$ cat src/rtl/pipe_ctrl_pkg.sv
// Shared encodings for the pipeline hazard/interrupt sequencer.
// Latency: n/a (types and constants only).
// Backpressure: n/a.
package pipe_ctrl_pkg;

  typedef enum logic [1:0] {
    ST_RUN      = 2'd0,
    ST_MEM_WAIT = 2'd1,
    ST_DRAIN    = 2'd2,
    ST_ISSUE    = 2'd3
  } ctrl_state_t;

  localparam logic [1:0] PC_SEL_SEQ = 2'b00;
  localparam logic [1:0] PC_SEL_BR  = 2'b01;
  localparam logic [1:0] PC_SEL_JMP = 2'b10;
  localparam logic [1:0] PC_SEL_IRQ = 2'b11;

  // Width of the drain counter; at least one bit even for a single drain cycle.
  function automatic int drain_cnt_w(input int cyc);
    return (cyc > 1) ? $clog2(cyc) : 1;
  endfunction

endpackage

$ cat src/rtl/load_use_detect.sv
// Load-use comparator: load in EX writes a register the ID instruction reads.
// Latency: purely combinational, same cycle.
// Backpressure: none; the result feeds the stall decision in the sequencer.
module load_use_detect (
  input  logic       ex_memrd,
  input  logic [4:0] ex_rt,
  input  logic [4:0] id_rs,
  input  logic [4:0] id_rt,
  input  logic       id_use_rt,
  output logic       load_use
);

  logic rs_hit;
  logic rt_hit;

  // $0 is hardwired to zero, so a load targeting it never creates a dependency.
  assign rs_hit   = (ex_rt == id_rs);
  assign rt_hit   = id_use_rt && (ex_rt == id_rt);
  assign load_use = ex_memrd && (ex_rt != 5'd0) && (rs_hit || rt_hit);

endmodule

$ cat src/rtl/pipe_hazard_ctrl.sv
// Pipeline sequencer: stalls, flushes, memory freeze and interrupt entry.
// Latency: control outputs are combinational from state and inputs; IRQ redirect after DRAIN_CYC drain cycles.
// Backpressure: mem_busy freezes the back end and holds PC/IF-ID; it also pauses the IRQ drain count.
module pipe_hazard_ctrl
  import pipe_ctrl_pkg::*;
#(
  parameter int DRAIN_CYC = 3,
  parameter int CNT_W     = 16
) (
  input  logic             clk,
  input  logic             reset,
  input  logic [4:0]       if_id_rs,
  input  logic [4:0]       if_id_rt,
  input  logic             id_use_rt,
  input  logic             id_valid,
  input  logic [31:0]      id_pc,
  input  logic             id_jump,
  input  logic             id_ex_memrd,
  input  logic [4:0]       id_ex_rt,
  input  logic             ex_branch_tk,
  input  logic             mem_busy,
  input  logic             irq,
  input  logic             irq_en,
  output logic             pc_write,
  output logic [1:0]       pc_sel,
  output logic             if_id_write,
  output logic             if_id_flush,
  output logic             id_ex_hazard,
  output logic             id_ex_special,
  output logic             pipe_freeze,
  output logic [31:0]      epc_out,
  output logic             epc_we,
  output logic             irq_ack,
  output logic [CNT_W-1:0] stall_cnt,
  output logic [CNT_W-1:0] flush_cnt
);

  localparam int             DCW        = drain_cnt_w(DRAIN_CYC);
  localparam logic [DCW-1:0] DRAIN_LAST = DCW'(DRAIN_CYC - 1);

  ctrl_state_t    state;
  ctrl_state_t    state_nxt;
  logic [DCW-1:0] drain_cnt;
  logic [DCW-1:0] drain_cnt_nxt;
  logic           epc_load;
  logic           stall_evt;
  logic           flush_evt;
  logic           load_use;
  logic           irq_take;

  load_use_detect u_load_use (
    .ex_memrd  (id_ex_memrd),
    .ex_rt     (id_ex_rt),
    .id_rs     (if_id_rs),
    .id_rt     (if_id_rt),
    .id_use_rt (id_use_rt),
    .load_use  (load_use)
  );

  // An interrupt is only taken against a real instruction that is not being flushed.
  assign irq_take = irq && irq_en && id_valid && !ex_branch_tk;

  // Decode: pipeline controls, next state and counter events for this cycle.
  always_comb begin
    state_nxt     = state;
    drain_cnt_nxt = drain_cnt;
    epc_load      = 1'b0;
    stall_evt     = 1'b0;
    flush_evt     = 1'b0;
    pc_write      = 1'b1;
    pc_sel        = PC_SEL_SEQ;
    if_id_write   = 1'b1;
    if_id_flush   = 1'b0;
    id_ex_hazard  = 1'b0;
    id_ex_special = 1'b0;
    pipe_freeze   = 1'b0;
    epc_we        = 1'b0;
    irq_ack       = 1'b0;
    case (state)
      ST_RUN: begin
        if (mem_busy) begin
          pc_write    = 1'b0;
          if_id_write = 1'b0;
          pipe_freeze = 1'b1;
          state_nxt   = ST_MEM_WAIT;
        end else if (irq_take) begin
          // The ID instruction is squashed and replayed from EPC after the handler.
          pc_write      = 1'b0;
          if_id_flush   = 1'b1;
          id_ex_special = 1'b1;
          epc_load      = 1'b1;
          drain_cnt_nxt = '0;
          state_nxt     = ST_DRAIN;
        end else if (ex_branch_tk) begin
          pc_sel        = PC_SEL_BR;
          if_id_flush   = 1'b1;
          id_ex_special = 1'b1;
          flush_evt     = 1'b1;
        end else if (load_use) begin
          pc_write     = 1'b0;
          if_id_write  = 1'b0;
          id_ex_hazard = 1'b1;
          stall_evt    = 1'b1;
        end else if (id_jump) begin
          pc_sel      = PC_SEL_JMP;
          if_id_flush = 1'b1;
          flush_evt   = 1'b1;
        end
      end
      ST_MEM_WAIT: begin
        pc_write    = 1'b0;
        if_id_write = 1'b0;
        pipe_freeze = 1'b1;
        if (!mem_busy) begin
          state_nxt = ST_RUN;
        end
      end
      ST_DRAIN: begin
        pc_write      = 1'b0;
        if_id_flush   = 1'b1;
        id_ex_special = 1'b1;
        if (mem_busy) begin
          pipe_freeze = 1'b1;
        end else if (drain_cnt == DRAIN_LAST) begin
          state_nxt = ST_ISSUE;
        end else begin
          drain_cnt_nxt = drain_cnt + 1'b1;
        end
      end
      ST_ISSUE: begin
        pc_sel      = PC_SEL_IRQ;
        if_id_flush = 1'b1;
        epc_we      = 1'b1;
        irq_ack     = 1'b1;
        state_nxt   = ST_RUN;
      end
      default: begin
        state_nxt = ST_RUN;
      end
    endcase
  end

  // Sequencer state, drain progress and the captured exception PC.
  always_ff @(posedge clk or negedge reset) begin
    if (!reset) begin
      state     <= ST_RUN;
      drain_cnt <= '0;
      epc_out   <= '0;
    end else begin
      state     <= state_nxt;
      drain_cnt <= drain_cnt_nxt;
      if (epc_load) begin
        epc_out <= id_pc;
      end
    end
  end

  // Event counters saturate at all-ones so long runs never alias back to small values.
  always_ff @(posedge clk or negedge reset) begin
    if (!reset) begin
      stall_cnt <= '0;
      flush_cnt <= '0;
    end else begin
      if (stall_evt && (stall_cnt != '1)) begin
        stall_cnt <= stall_cnt + 1'b1;
      end
      if (flush_evt && (flush_cnt != '1)) begin
        flush_cnt <= flush_cnt + 1'b1;
      end
    end
  end

endmodule

$ cat config.mk
export PLATFORM = sky130hd
export DESIGN_NAME = pipe_hazard_ctrl
export DESIGN_NICKNAME = d
export VERILOG_FILES = /design/src/rtl/pipe_ctrl_pkg.sv /design/src/rtl/load_use_detect.sv /design/src/rtl/pipe_hazard_ctrl.sv
export SDC_FILE = /design/constraint.sdc
export NUM_CORES = 1
export LEC_CHECK = 0
export CAP_MARGIN = 20
export CELL_PAD_IN_SITES_DETAIL_PLACEMENT = 0
export CELL_PAD_IN_SITES_GLOBAL_PLACEMENT = 1
export CORE_ASPECT_RATIO = 0.6
export CORE_UTILIZATION = 33
export DETAILED_ROUTE_END_ITERATION = 10
export PLACE_DENSITY_LB_ADDON = 0.1
export SLEW_MARGIN = 20
export SYNTH_ARGS = -nofsm -noshare
export SYNTH_HDL_FRONTEND = slang
export SYNTH_SLANG_ARGS = --single-unit
$ cat constraint.sdc
create_clock -name clk -period 2.3 [get_ports clk]
set_input_delay 0.46 -clock clk [delete_from_list [all_inputs] [get_ports clk]]
set_output_delay 0.46 -clock clk [all_outputs]
set_load 0.02 [all_outputs]
==> results.md, run 1 <==
- Outcome: complete, but fails checks
- Failing checks: setup timing
- Slew Limit Headroom: 0.577
- Share of the synthesized area in the top cell type: 0.518
- Crit path max fanout: 2
- Mapped cell area: 3290 µm²
- Hold WS: 0.100 ns
- Total power: 5.52 mW
- Reg2reg path depth: 11
- First-pass GRT wire length: 14.3 mm
- Number of global-route vias before repair: 2940
- Initial antenna violation count: 0
- Height of the chip: 79.3 µm
- IO Pins: 131
- Post-synthesis sequential area ratio: 0.518
- Sink Count: 68
- Post-synthesis async set-or-reset flop share: 1.00
- Share of layout cells above drive strength 1: 0.284
- Top cell type by total area after synthesis: dfrtp_1
- Worst path arrival time: 1.87 ns
- Final setup vio count: 1
- Synth Instances: 283
- WS Path Type: primary input to primary output
- Design Area, Final: 5470 µm²
- PortBufs: 130
- CTS tree: built
- DR iter-0 viols: 62
- DR vias: 2847
- Dpl hpwl: 6.50 mm
- Slew Viols, Final: 0
- Inst Count DP: 572
- Antenna diodes: 0
- Starting Density: 0.349
- Slew @ Worst Pin: 0.626 ns
- Final hold vios: 0
- Final Skew: 0.00470 ns
- Final GP Congestion: 0.789
- Clk pin slew, worst setup/hold paths: 0.05 ns
- Syn. warnings: 0
- Top_reg_cell synth: dfrtp_1
- Leakage: 2.35 nW
- Commonest cells after routing, fill and taps aside: clkdlybuf4s50_1 (106), dfrtp_1 (68), buf_4 (47), mux2_2 (35), xnor2_1 (33)
- All-layer global routing usage: 0.181
- CTS max path bufs: 2
- # H-tree levels: 3
- Maxcap violations: 0
- Worst min path class: primary input to asynchronous set/reset pin
- Wire per inst: 14.5 µm
- Setup crit start kind: primary input
- Final worst slack: -0.0319 ns
- Inserted Clock Buffers: 9
- Non-Filler Instances: 599
- Area added between synthesis and finish: 66.3%
- Final WL: 8.67 mm
- Register bit count reported by yosys: 68
- GRT overflow: 0
- Period utilization: 1.01
- Synth Net Count: 348
- P per Cell Area: 1010 nW/µm²
- DIE AREA: 10400 µm²
- Router iterations before antenna repair: 4
- CP endpoint kind: primary output
- Number of library cell types mapped by synthesis: 42
- Remaining DRCs: 0
- Largest net degree at the start of global routing: 34
- CTS root buffer: clkbuf_16
- RSZ-0062 raised after global routing: yes
- Core Util, Final: 0.580
- Tmin final: 2.33 ns
- Worst path required time: 1.84 ns
- Post-route ant nets: 0
- DIE WIDTH: 131 µm
- Syn_area_per_cell: 11.6 µm²
- Vias/cell: 4.75
- Post-synth EDFFs: 0
- Peak VDD IR: 0.000632 V
- Fmax: 429 MHz
- Final net count: 529
- Placed Area: 5040 µm²
- Commonest non-fill, non-tap cell in the layout: clkdlybuf4s50_1
- Largest cells by area after synthesis: dfrtp_1 (52%), mux2_2 (12%), xnor2_1 (9.6%)
- CORE AREA: 9430 µm²
- Row count: 27
- Clock Latency Late Sink: 0.32 ns
kinds of logic (layout without fill, tap and decap cells):
kind of cell,after synthesis,after routing,share of synthesized area
buffers and inverters,13,199,0.0198
xor gates and xnor gates,39,39,0.104
adders and majority gates,8,8,0.0305
DFF,68,68,0.518
AOI/OAI and AO/OA,29,29,0.0613
and+or+nand+nor,91,91,0.147
muxes,35,35,0.120
layer usage:
layer | GRT usage | share of wire
met4 | 0.0460 | 0.0073
met1 | 0.254 | 0.50
met5 | 0 | 0
met3 | 0.0539 | 0.060
met2 | 0.270 | 0.43
synth_stat cells, types with 2 or more instances:
| cell type | number |
|---|---|
| mux2_2 | 35 |
| and4_1 | 4 |
| nor2b_1 | 2 |
| nand2b_1 | 3 |
| nor3_1 | 4 |
| inv_1 | 4 |
| o31ai_1 | 2 |
| clkbuf_1 | 3 |
| a21oi_1 | 6 |
| nor4_1 | 4 |
| ha_1 | 8 |
| nor2_1 | 12 |
| and2_1 | 2 |
| dfrtp_1 | 68 |
| o21ai_0 | 4 |
| xnor2_1 | 36 |
| nand3_1 | 18 |
| nand2_1 | 18 |
| xor2_1 | 3 |
| a21o_1 | 3 |
| a22o_1 | 2 |
| nand4_1 | 12 |
| o22ai_1 | 3 |
| and3_1 | 7 |
| buf_2 | 3 |
worst max-delay path, cell delays in order:
cell	delay (ns)
buf_6	0.09
or4_4	0.52
o21a_1	0.20
nand2_2	0.11
nand3_4	0.10
o31ai_4	0.24
buf_6	0.15
flip-flops by register name, summed over array words and instances (netlist names):
register	flops
epc_out	32
flush_cnt	16
stall_cnt	16
drain_cnt	2
state	2
cell type report:
class | instances | area, µm²
Clock buffer | 11 | 243
Sequential cell | 68 | 1700
Tap cell | 130 | 163
Fill cell | 811 | 3960
Clock inverter | 5 | 27.5
Multi-Input combinational cell | 202 | 1640
Inverter | 4 | 15.0
Timing Repair Buffer | 179 | 1680
per-stage QoR:
step / setup TNS [ns] / worst slack, ns
6_report: -0.0319 / -0.0319
5_1_grt: -0.325 / -0.0980
4_1_cts: -0.0274 / -0.0274
3_5_place_dp: -14.11 / -0.875
3_3_place_gp: -12.18 / -0.807
2_1_floorplan: 0 / 0.0162
power breakdown:
group	internal (mW)	total, mW	switching [mW]
sequential	1.54	1.75	0.210
combinational	1.34	2.55	1.21
clock	0.750	1.22	0.472
total	3.63	5.52	1.89
final timing paths:
kind                                from            end  slack, ns
max                          id_ex_rt[3]      pc_sel[1]      -0.03
min                                reset   stall_cnt[2]       0.10
max reg2reg                     state[0]   flush_cnt[1]       0.11
min reg2reg                stall_cnt[15]  stall_cnt[15]       0.49
max in group asynchronous          reset    epc_out[12]       1.47
min in group clk           stall_cnt[15]  stall_cnt[15]       0.49
what timing repair did:
item | 4_1_cts | 5_1_grt
pin swaps | 21 | 8
hold endpoints to repair | 0 | 0
setup buffers | 9 | 2
hold buffers | 0 | 0
setup endpoints to repair | 19 | 23
gates resized for setup | 68 | 20
gates cloned | 0 | 0
Note: power is estimated with default switching activity, not from simulation.
==> run 2, diff against run 1 <==
--- a/config.mk
+++ b/config.mk
@@ -5,6 +5,7 @@
 export SDC_FILE = /design/constraint.sdc
 export NUM_CORES = 1
 export LEC_CHECK = 0
+export ABC_CLOCK_PERIOD_IN_PS = 2300
 export CAP_MARGIN = 20
 export CELL_PAD_IN_SITES_DETAIL_PLACEMENT = 0
 export CELL_PAD_IN_SITES_GLOBAL_PLACEMENT = 1
==> results of run 2 <==
Final layout, timing and power as in run 1 (identical DEF).
